<file path="src/rtl/fft2d_tile_sched_if.sv">
// Requester / engine bus of the 2D-FFT tile scheduler.
// master: requesters plus engine (drive rows and fft_outvalid).
// slave:  the scheduler itself.
interface fft2d_tile_sched_if #(
    parameter int NREQ    = 2,
    parameter int DATALEN = 16,
    parameter int FFTCHNL = 8
) ();
    localparam int ROWW = FFTCHNL * 2 * DATALEN;
    localparam int IW   = (NREQ > 1) ? $clog2(NREQ) : 1;

    logic [NREQ-1:0]      req_valid;
    logic [NREQ*ROWW-1:0] req_data;
    logic [NREQ-1:0]      req_ready;
    logic [NREQ-1:0]      gnt;
    logic                 fft_next;
    logic [ROWW-1:0]      fft_data;
    logic                 fft_outvalid;
    logic                 out_valid;
    logic [IW-1:0]        out_tag;
    logic                 busy;
    logic                 err;

    modport master (
        output req_valid, req_data, fft_outvalid,
        input  req_ready, gnt, fft_next, fft_data, out_valid, out_tag, busy, err
    );

    modport slave (
        input  req_valid, req_data, fft_outvalid,
        output req_ready, gnt, fft_next, fft_data, out_valid, out_tag, busy, err
    );
endinterface

</file>
<file path="src/rtl/fft2d_tile_sched.sv">
// Shares one 8x8 2D-FFT engine between NREQ requesters: arbitrates whole
// tiles, pulses fft_next, streams the owner's rows and enforces the
// tile-to-tile gap. A tag FIFO remembers the owner of every tile in flight
// so the engine's output-valid pulse is returned with the right owner.
// Optional feature: define FFT2D_SCHED_PRIO_EN to give requester 0 strict
// priority (others round-robin among themselves); default is pure round-robin.
module fft2d_tile_sched #(
    parameter int NREQ     = 2,
    parameter int DATALEN  = 16,
    parameter int FFTCHNL  = 8,
    parameter int ROWS     = 8,
    parameter int TILE_GAP = 16,
    parameter int TAGDEPTH = 4
) (
    input logic                clk,
    input logic                rstn,
    fft2d_tile_sched_if.slave  bus
);
    localparam int ROWW     = FFTCHNL * 2 * DATALEN;
    localparam int IW       = (NREQ > 1) ? $clog2(NREQ) : 1;
    localparam int TW       = $clog2(TAGDEPTH);
    localparam int CW       = TW + 1;
    localparam int RW       = $clog2(ROWS + 1);
    localparam int GW       = $clog2(TILE_GAP + 1);
    // GAP residency; saturates so the gap is never shorter than one cycle
    localparam int GAP_LOAD = (TILE_GAP - ROWS - 2 > 0) ? (TILE_GAP - ROWS - 2) : 0;

    typedef enum logic [1:0] {IDLE, START, STREAM, GAP} state_t;

    state_t          state_reg;
    logic [NREQ-1:0] gnt_reg;
    logic [NREQ-1:0] req_ready_reg;
    logic [IW-1:0]   owner_reg;
    logic [IW-1:0]   rr_ptr_reg;
    logic            fft_next_reg;
    logic [ROWW-1:0] fft_data_reg;
    logic            out_valid_reg;
    logic [IW-1:0]   out_tag_reg;
    logic            err_reg;
    logic [RW-1:0]   row_cnt_reg;
    logic [GW-1:0]   gap_cnt_reg;

    logic [IW-1:0]   tag_mem [TAGDEPTH];
    logic [TW-1:0]   wr_ptr_reg;
    logic [TW-1:0]   rd_ptr_reg;
    logic [CW-1:0]   tag_cnt_reg;

    logic [ROWW-1:0] row_arr [NREQ];
    logic            win_found;
    logic [IW-1:0]   win_idx;
    logic [IW-1:0]   cand_idx;
    logic            tag_full;
    logic            tag_empty;
    logic            push;
    logic            pop;

    // Unpack the flat request bus into one row per requester
    generate
        for (genvar gi = 0; gi < NREQ; gi++) begin : g_rows
            assign row_arr[gi] = bus.req_data[gi*ROWW +: ROWW];
        end
    endgenerate

    // Round-robin search starting one past the last granted requester
    always_comb begin
        win_found = 1'b0;
        win_idx   = '0;
        cand_idx  = '0;
        for (int i = 1; i <= NREQ; i++) begin
            cand_idx = IW'((int'(rr_ptr_reg) + i) % NREQ);
`ifdef FFT2D_SCHED_PRIO_EN
            if (!win_found && (cand_idx != '0) && bus.req_valid[cand_idx]) begin
`else
            if (!win_found && bus.req_valid[cand_idx]) begin
`endif
                win_found = 1'b1;
                win_idx   = cand_idx;
            end
        end
`ifdef FFT2D_SCHED_PRIO_EN
        if (bus.req_valid[0]) begin
            win_found = 1'b1;
            win_idx   = '0;
        end
`endif
    end

    assign tag_full  = (tag_cnt_reg == CW'(TAGDEPTH));
    assign tag_empty = (tag_cnt_reg == '0);
    assign push      = (state_reg == IDLE) && win_found && !tag_full;
    assign pop       = bus.fft_outvalid;

    // Tag storage: plain array, written on grant, read registered on pop
    always_ff @(posedge clk) begin
        if (push)
            tag_mem[wr_ptr_reg] <= win_idx;
    end

    // Tile FSM, tag FIFO bookkeeping and all registered outputs
    always_ff @(posedge clk or negedge rstn) begin
        if (!rstn) begin
            state_reg     <= IDLE;
            gnt_reg       <= '0;
            req_ready_reg <= '0;
            owner_reg     <= '0;
            rr_ptr_reg    <= IW'(NREQ - 1);
            fft_next_reg  <= 1'b0;
            fft_data_reg  <= '0;
            out_valid_reg <= 1'b0;
            out_tag_reg   <= '0;
            err_reg       <= 1'b0;
            row_cnt_reg   <= '0;
            gap_cnt_reg   <= '0;
            wr_ptr_reg    <= '0;
            rd_ptr_reg    <= '0;
            tag_cnt_reg   <= '0;
        end else begin
            out_valid_reg <= pop;
            if (pop) begin
                if (tag_empty) begin
                    out_tag_reg <= '0;
                    err_reg     <= 1'b1;
                end else begin
                    out_tag_reg <= tag_mem[rd_ptr_reg];
                    rd_ptr_reg  <= rd_ptr_reg + 1'b1;
                end
            end
            if (push)
                wr_ptr_reg <= wr_ptr_reg + 1'b1;
            // An underflowing pop removes nothing, so only a real pop counts
            if (push && !(pop && !tag_empty))
                tag_cnt_reg <= tag_cnt_reg + 1'b1;
            else if (!push && pop && !tag_empty)
                tag_cnt_reg <= tag_cnt_reg - 1'b1;

            case (state_reg)
                IDLE: begin
                    fft_data_reg <= '0;
                    if (push) begin
                        gnt_reg      <= NREQ'(1) << win_idx;
                        owner_reg    <= win_idx;
                        fft_next_reg <= 1'b1;
                        state_reg    <= START;
`ifdef FFT2D_SCHED_PRIO_EN
                        if (win_idx != '0)
                            rr_ptr_reg <= win_idx;
`else
                        rr_ptr_reg <= win_idx;
`endif
                    end
                end
                START: begin
                    fft_next_reg  <= 1'b0;
                    fft_data_reg  <= '0;
                    req_ready_reg <= gnt_reg;
                    row_cnt_reg   <= '0;
                    state_reg     <= STREAM;
                end
                STREAM: begin
                    // The engine cannot stall: a missing row becomes zeros
                    if (bus.req_valid[owner_reg]) begin
                        fft_data_reg <= row_arr[owner_reg];
                    end else begin
                        fft_data_reg <= '0;
                        err_reg      <= 1'b1;
                    end
                    if (row_cnt_reg == RW'(ROWS - 1)) begin
                        gnt_reg       <= '0;
                        req_ready_reg <= '0;
                        gap_cnt_reg   <= GW'(GAP_LOAD);
                        state_reg     <= GAP;
                    end else begin
                        row_cnt_reg <= row_cnt_reg + 1'b1;
                    end
                end
                GAP: begin
                    fft_data_reg <= '0;
                    if (gap_cnt_reg <= GW'(1))
                        state_reg <= IDLE;
                    else
                        gap_cnt_reg <= gap_cnt_reg - 1'b1;
                end
                default: state_reg <= IDLE;
            endcase
        end
    end

    assign bus.req_ready = req_ready_reg;
    assign bus.gnt       = gnt_reg;
    assign bus.fft_next  = fft_next_reg;
    assign bus.fft_data  = fft_data_reg;
    assign bus.out_valid = out_valid_reg;
    assign bus.out_tag   = out_tag_reg;
    assign bus.busy      = (state_reg != IDLE) || (tag_cnt_reg != '0);
    assign bus.err       = err_reg;
endmodule
</file>
<file path="src/flat_wrapper.sv">
// flat-port wrapper written by rule: the top's interface ports become plain ports
module fft2d_tile_sched_flat 
#(
    parameter int NREQ     = 2,
    parameter int DATALEN  = 16,
    parameter int FFTCHNL  = 8,
    parameter int ROWS     = 8,
    parameter int TILE_GAP = 16,
    parameter int TAGDEPTH = 4
)
  (clk, rstn, bus_req_valid, bus_req_data, bus_fft_outvalid, bus_req_ready, bus_gnt, bus_fft_next, bus_fft_data, bus_out_valid, bus_out_tag, bus_busy, bus_err);
  fft2d_tile_sched_if #(.NREQ(NREQ), .DATALEN(DATALEN), .FFTCHNL(FFTCHNL)) bus_i ();
  input logic clk;
  input logic rstn;
  input wire logic [$bits(bus_i.req_valid)-1:0] bus_req_valid;
  input wire logic [$bits(bus_i.req_data)-1:0] bus_req_data;
  input wire logic [$bits(bus_i.fft_outvalid)-1:0] bus_fft_outvalid;
  output wire logic [$bits(bus_i.req_ready)-1:0] bus_req_ready;
  output wire logic [$bits(bus_i.gnt)-1:0] bus_gnt;
  output wire logic [$bits(bus_i.fft_next)-1:0] bus_fft_next;
  output wire logic [$bits(bus_i.fft_data)-1:0] bus_fft_data;
  output wire logic [$bits(bus_i.out_valid)-1:0] bus_out_valid;
  output wire logic [$bits(bus_i.out_tag)-1:0] bus_out_tag;
  output wire logic [$bits(bus_i.busy)-1:0] bus_busy;
  output wire logic [$bits(bus_i.err)-1:0] bus_err;
  assign bus_i.req_valid = bus_req_valid;
  assign bus_i.req_data = bus_req_data;
  assign bus_i.fft_outvalid = bus_fft_outvalid;
  assign bus_req_ready = bus_i.req_ready;
  assign bus_gnt = bus_i.gnt;
  assign bus_fft_next = bus_i.fft_next;
  assign bus_fft_data = bus_i.fft_data;
  assign bus_out_valid = bus_i.out_valid;
  assign bus_out_tag = bus_i.out_tag;
  assign bus_busy = bus_i.busy;
  assign bus_err = bus_i.err;
  fft2d_tile_sched #(.NREQ(NREQ), .DATALEN(DATALEN), .FFTCHNL(FFTCHNL), .ROWS(ROWS), .TILE_GAP(TILE_GAP), .TAGDEPTH(TAGDEPTH)) u_core (.clk(clk), .rstn(rstn), .bus(bus_i));
endmodule
</file>
<file path="config.mk">
export PLATFORM = sky130hd
export DESIGN_NAME = fft2d_tile_sched_flat
export DESIGN_NICKNAME = d
export VERILOG_FILES = /design/src/rtl/fft2d_tile_sched_if.sv /design/src/rtl/fft2d_tile_sched.sv /design/src/flat_wrapper.sv
export SDC_FILE = /design/constraint.sdc
export NUM_CORES = 1
export LEC_CHECK = 0
export ABC_AREA = 0
export CAP_MARGIN = 20
export CORE_AREA = 8 8 302 304
export DETAILED_ROUTE_END_ITERATION = 10
export DIE_AREA = 0 0 310 312
export PLACE_DENSITY = 0.41
export SETUP_SLACK_MARGIN = 0.5
export SYNTH_ARGS = -nofsm -noshare
export SYNTH_HDL_FRONTEND = slang
export SYNTH_SLANG_ARGS = --single-unit
export TNS_END_PERCENT = 50
</file>
<file path="constraint.sdc">
create_clock -name clk -period 3 [get_ports clk]
set_clock_uncertainty 0.2 [all_clocks]
set_input_delay 0.6 -clock clk [delete_from_list [all_inputs] [get_ports clk]]
set_output_delay 0.6 -clock clk [all_outputs]
set_load 0.005 [all_outputs]
</file>
==> qor.yml <==
status: "completed"
grt_pass1_wl_um: 85800
cts_tree: "yes"
area_delta_synth_final_pct: 89.1
firstDrtPassIters: 4
drcViolationCount: 0
regToRegStartpoint: "u_core.tag_cnt_reg[0]"
path_class: "reg2out"
clk_root_buffer_cell: "clkbuf_16"
peakVddDrop_uv: 445
largest_reg_flops: 256
crit_family: "buffers and inverters"
fmax_mhz: 408
antenna_left: 0
antenna_found_initial: 13
setup_ws_ns: 0.550
rsz0062_at_grt: "yes"
reg2reg_depth: 6
slew_headroom: 0.593
startpoint_type: "flip-flop"
die_height_um: 312
routed_wl_um: 61300
final_area_um2: 22500
cts_sinks: 288
post-route-min-period_ns: 2.45
reg2reg_slack_ns: 0.76
vias: 10500
ys_seq_area_frac: 0.606
synth.ff_latch_count: 288
cellPowerDensity_nw_per_um2: 707
critPathMaxStageDelay_ns: 0.69
cts-buffers-inserted: 37
yosys_warnings: 0
cap_violations: 0
syn_avg_cell_area_um2: 12.1
total_power_w: 0.0159
crit_slowest_cell: "clkdlybuf4s50_1"
clk_path_buf_depth: 3
finalSetupViolations: 0
syn_inst: 987
portBuffers: 781
gp_congestion: 0.840
htreeDepth: 2
grt_max_degree: 62
dieArea_um2: 96700
tns_ns: 0
cp-end-kind: "output pin"
worst_hold_path.endpoint: "u_core.rd_ptr_reg[1]"
clkTransAtPathRegs_ns: 0.05
grt-ovfl-total: 0
io_pins: 782
cp.required_ns: 2.20
die_x_um: 310
dp_hpwl_um: 50800
grt_pass1_vias: 12000
netlist_area_um2: 11900
placed_area_um2: 21400
ys_types: 42
initial_core_util: 0.138
cellLeakagePower_nw: 9.53
drv_slew: 0
arrival_ns: 1.65
drive_gt1_frac: 0.0617
final_nets: 2323
fp.coreArea_um2: 86200
fin_crit_sh: 0.817
crit_start: "u_core.bus.fft_data[18]"
grt.total_usage: 0.120
clk_latency_ns: 0.52
cp_cell_sequence: "clkdlybuf4s50_1"
drtIter0Drc: 356
rows: 108
finalHoldViolCount: 0
r2r-end: "u_core.tag_cnt_reg[2]"
timing.hold.ws_ns: 0.281
holdPathStages: 1
synth_nets: 1517
avgViaCountPerCell: 3.53
hp-start: "u_core.rd_ptr_reg[1]"
cp_num_buf_inv: 1
min_path_type: "reg2reg"
dp_slack_ns: 0.251
crit_fanout: 1
wl_per_cell_um: 20.6
worstMarginPinSlew_ns: 0.611
[placed cells by master, fill, tap and decap left out, types with 6 or more instances in the layout]
cell type          n
a21oi_1            7
and2_1             6
buf_12            11
buf_4             34
clkbuf_1          10
clkbuf_16         37
clkbuf_8           9
clkdlybuf4s50_1  777
dfrtp_1          282
diode_2            8
ha_1              11
inv_1             11
mux2i_1          260
nand2_1           13
nand3_1            6
nor2_1           262
o21ai_0           14
or3_1              6
[kinds of logic (layout without fill, tap and decap cells)]
logic type / count (synthesis) / after routing / share of synthesized area
other: 0 / 8 / 0
DFF: 288 / 288 / 0.606
and+or+nand+nor: 308 / 308 / 0.104
xor gates and xnor gates: 7 / 7 / 0.00514
buffers and inverters: 73 / 902 / 0.0284
adders and majority gates: 13 / 13 / 0.0143
AOI/OAI and AO/OA: 34 / 34 / 0.0187
muxes: 264 / 264 / 0.223
[layer usage]
layer	GRT usage	share of wire	vias to the layer above	routed length (um)
li1	-	-	4920	-
met1	0.130	0.37	5029	22600
met2	0.215	0.50	499	30900
met3	0.0491	0.10	65	6410
met4	0.0324	0.021	8	1290
met5	0	0.0010	-	62
[final cells by class]
class                   count  area [um^2]
clock buffers              56         1090
repair buffers            827         8310
well taps                1155         1450
multi-input cells         626         4370
fillers                  9156        63700
inverters                  13         48.8
diodes                      8         20.0
flip-flops and latches    288         7230
clock inverters             6         33.8
[Yosys cell counts]
master	number	area (um^2)
o22ai_1	1	6.26
mux4_2	1	22.5
o31ai_4	1	21.3
a32o_1	1	10.0
edfxtp_1	4	120
fa_1	1	20.0
dfrtp_1	283	7080
a221o_1	1	10.0
nor2_1	262	983
o2bb2ai_1	1	8.76
dfstp_2	1	26.3
mux2i_1	260	2600
xor2_1	2	17.5
ha_1	12	150
a31oi_1	1	6.26
nand4_1	3	18.8
clkbuf_1	8	30.0
o311a_1	1	10.0
nand2_1	14	52.6
a21o_1	1	7.51
and2_1	6	37.5
nor3b_2	1	12.5
or3_1	6	37.5
nor3_1	3	15.0
o311ai_0	1	8.76
o21bai_1	1	7.51
mux2_4	1	15.0
xnor2_1	5	43.8
buf_2	52	260
o21ai_1	1	5.00
a41oi_1	1	8.76
nand3b_1	2	15.0
a21oi_1	7	35.0
o21ai_0	14	70.1
inv_1	13	48.8
or3b_4	1	11.3
nand2b_1	2	12.5
nand4b_1	1	8.76
mux2_2	2	22.5
nand3_1	6	30.0
and3_1	1	6.26
a21boi_0	1	7.51
[repair_timing]
item                       4_1_cts  5_1_grt
setup endpoints to repair        5        4
pin swaps                        1        0
hold buffers                     1        0
setup buffers                    2        0
hold endpoints to repair        46        0
gates resized for setup          5        2
[worst max path at each step]
stage	to	slack [ns]	depth (start not counted)
6_report	bus_fft_data[18]	0.55	1
5_1_grt	bus_busy	0.45	5
4_1_cts	bus_fft_data[113]	0.47	1
3_5_place_dp	u_core.tag_cnt_reg[2]	0.25	8
3_3_place_gp	u_core.tag_cnt_reg[2]	0.14	8
2_1_floorplan	u_core.tag_cnt_reg[2]	0.60	10
[metrics by stage]
step	instances	util
3_3_place_gp	2906	0.248
3_5_place_dp	2906	0.248
4_1_cts	2971	0.261
2_1_floorplan	987	-
5_1_grt	2976	0.261
6_report	2979	0.262
[report_power, final]
part           internal [W]  switching [W]  leakage (nW)
registers           0.00478       0.000472          3.88
clock network       0.00248        0.00165         0.556
logic               0.00352        0.00304          5.09
Note: power is estimated with default switching activity, not from simulation.
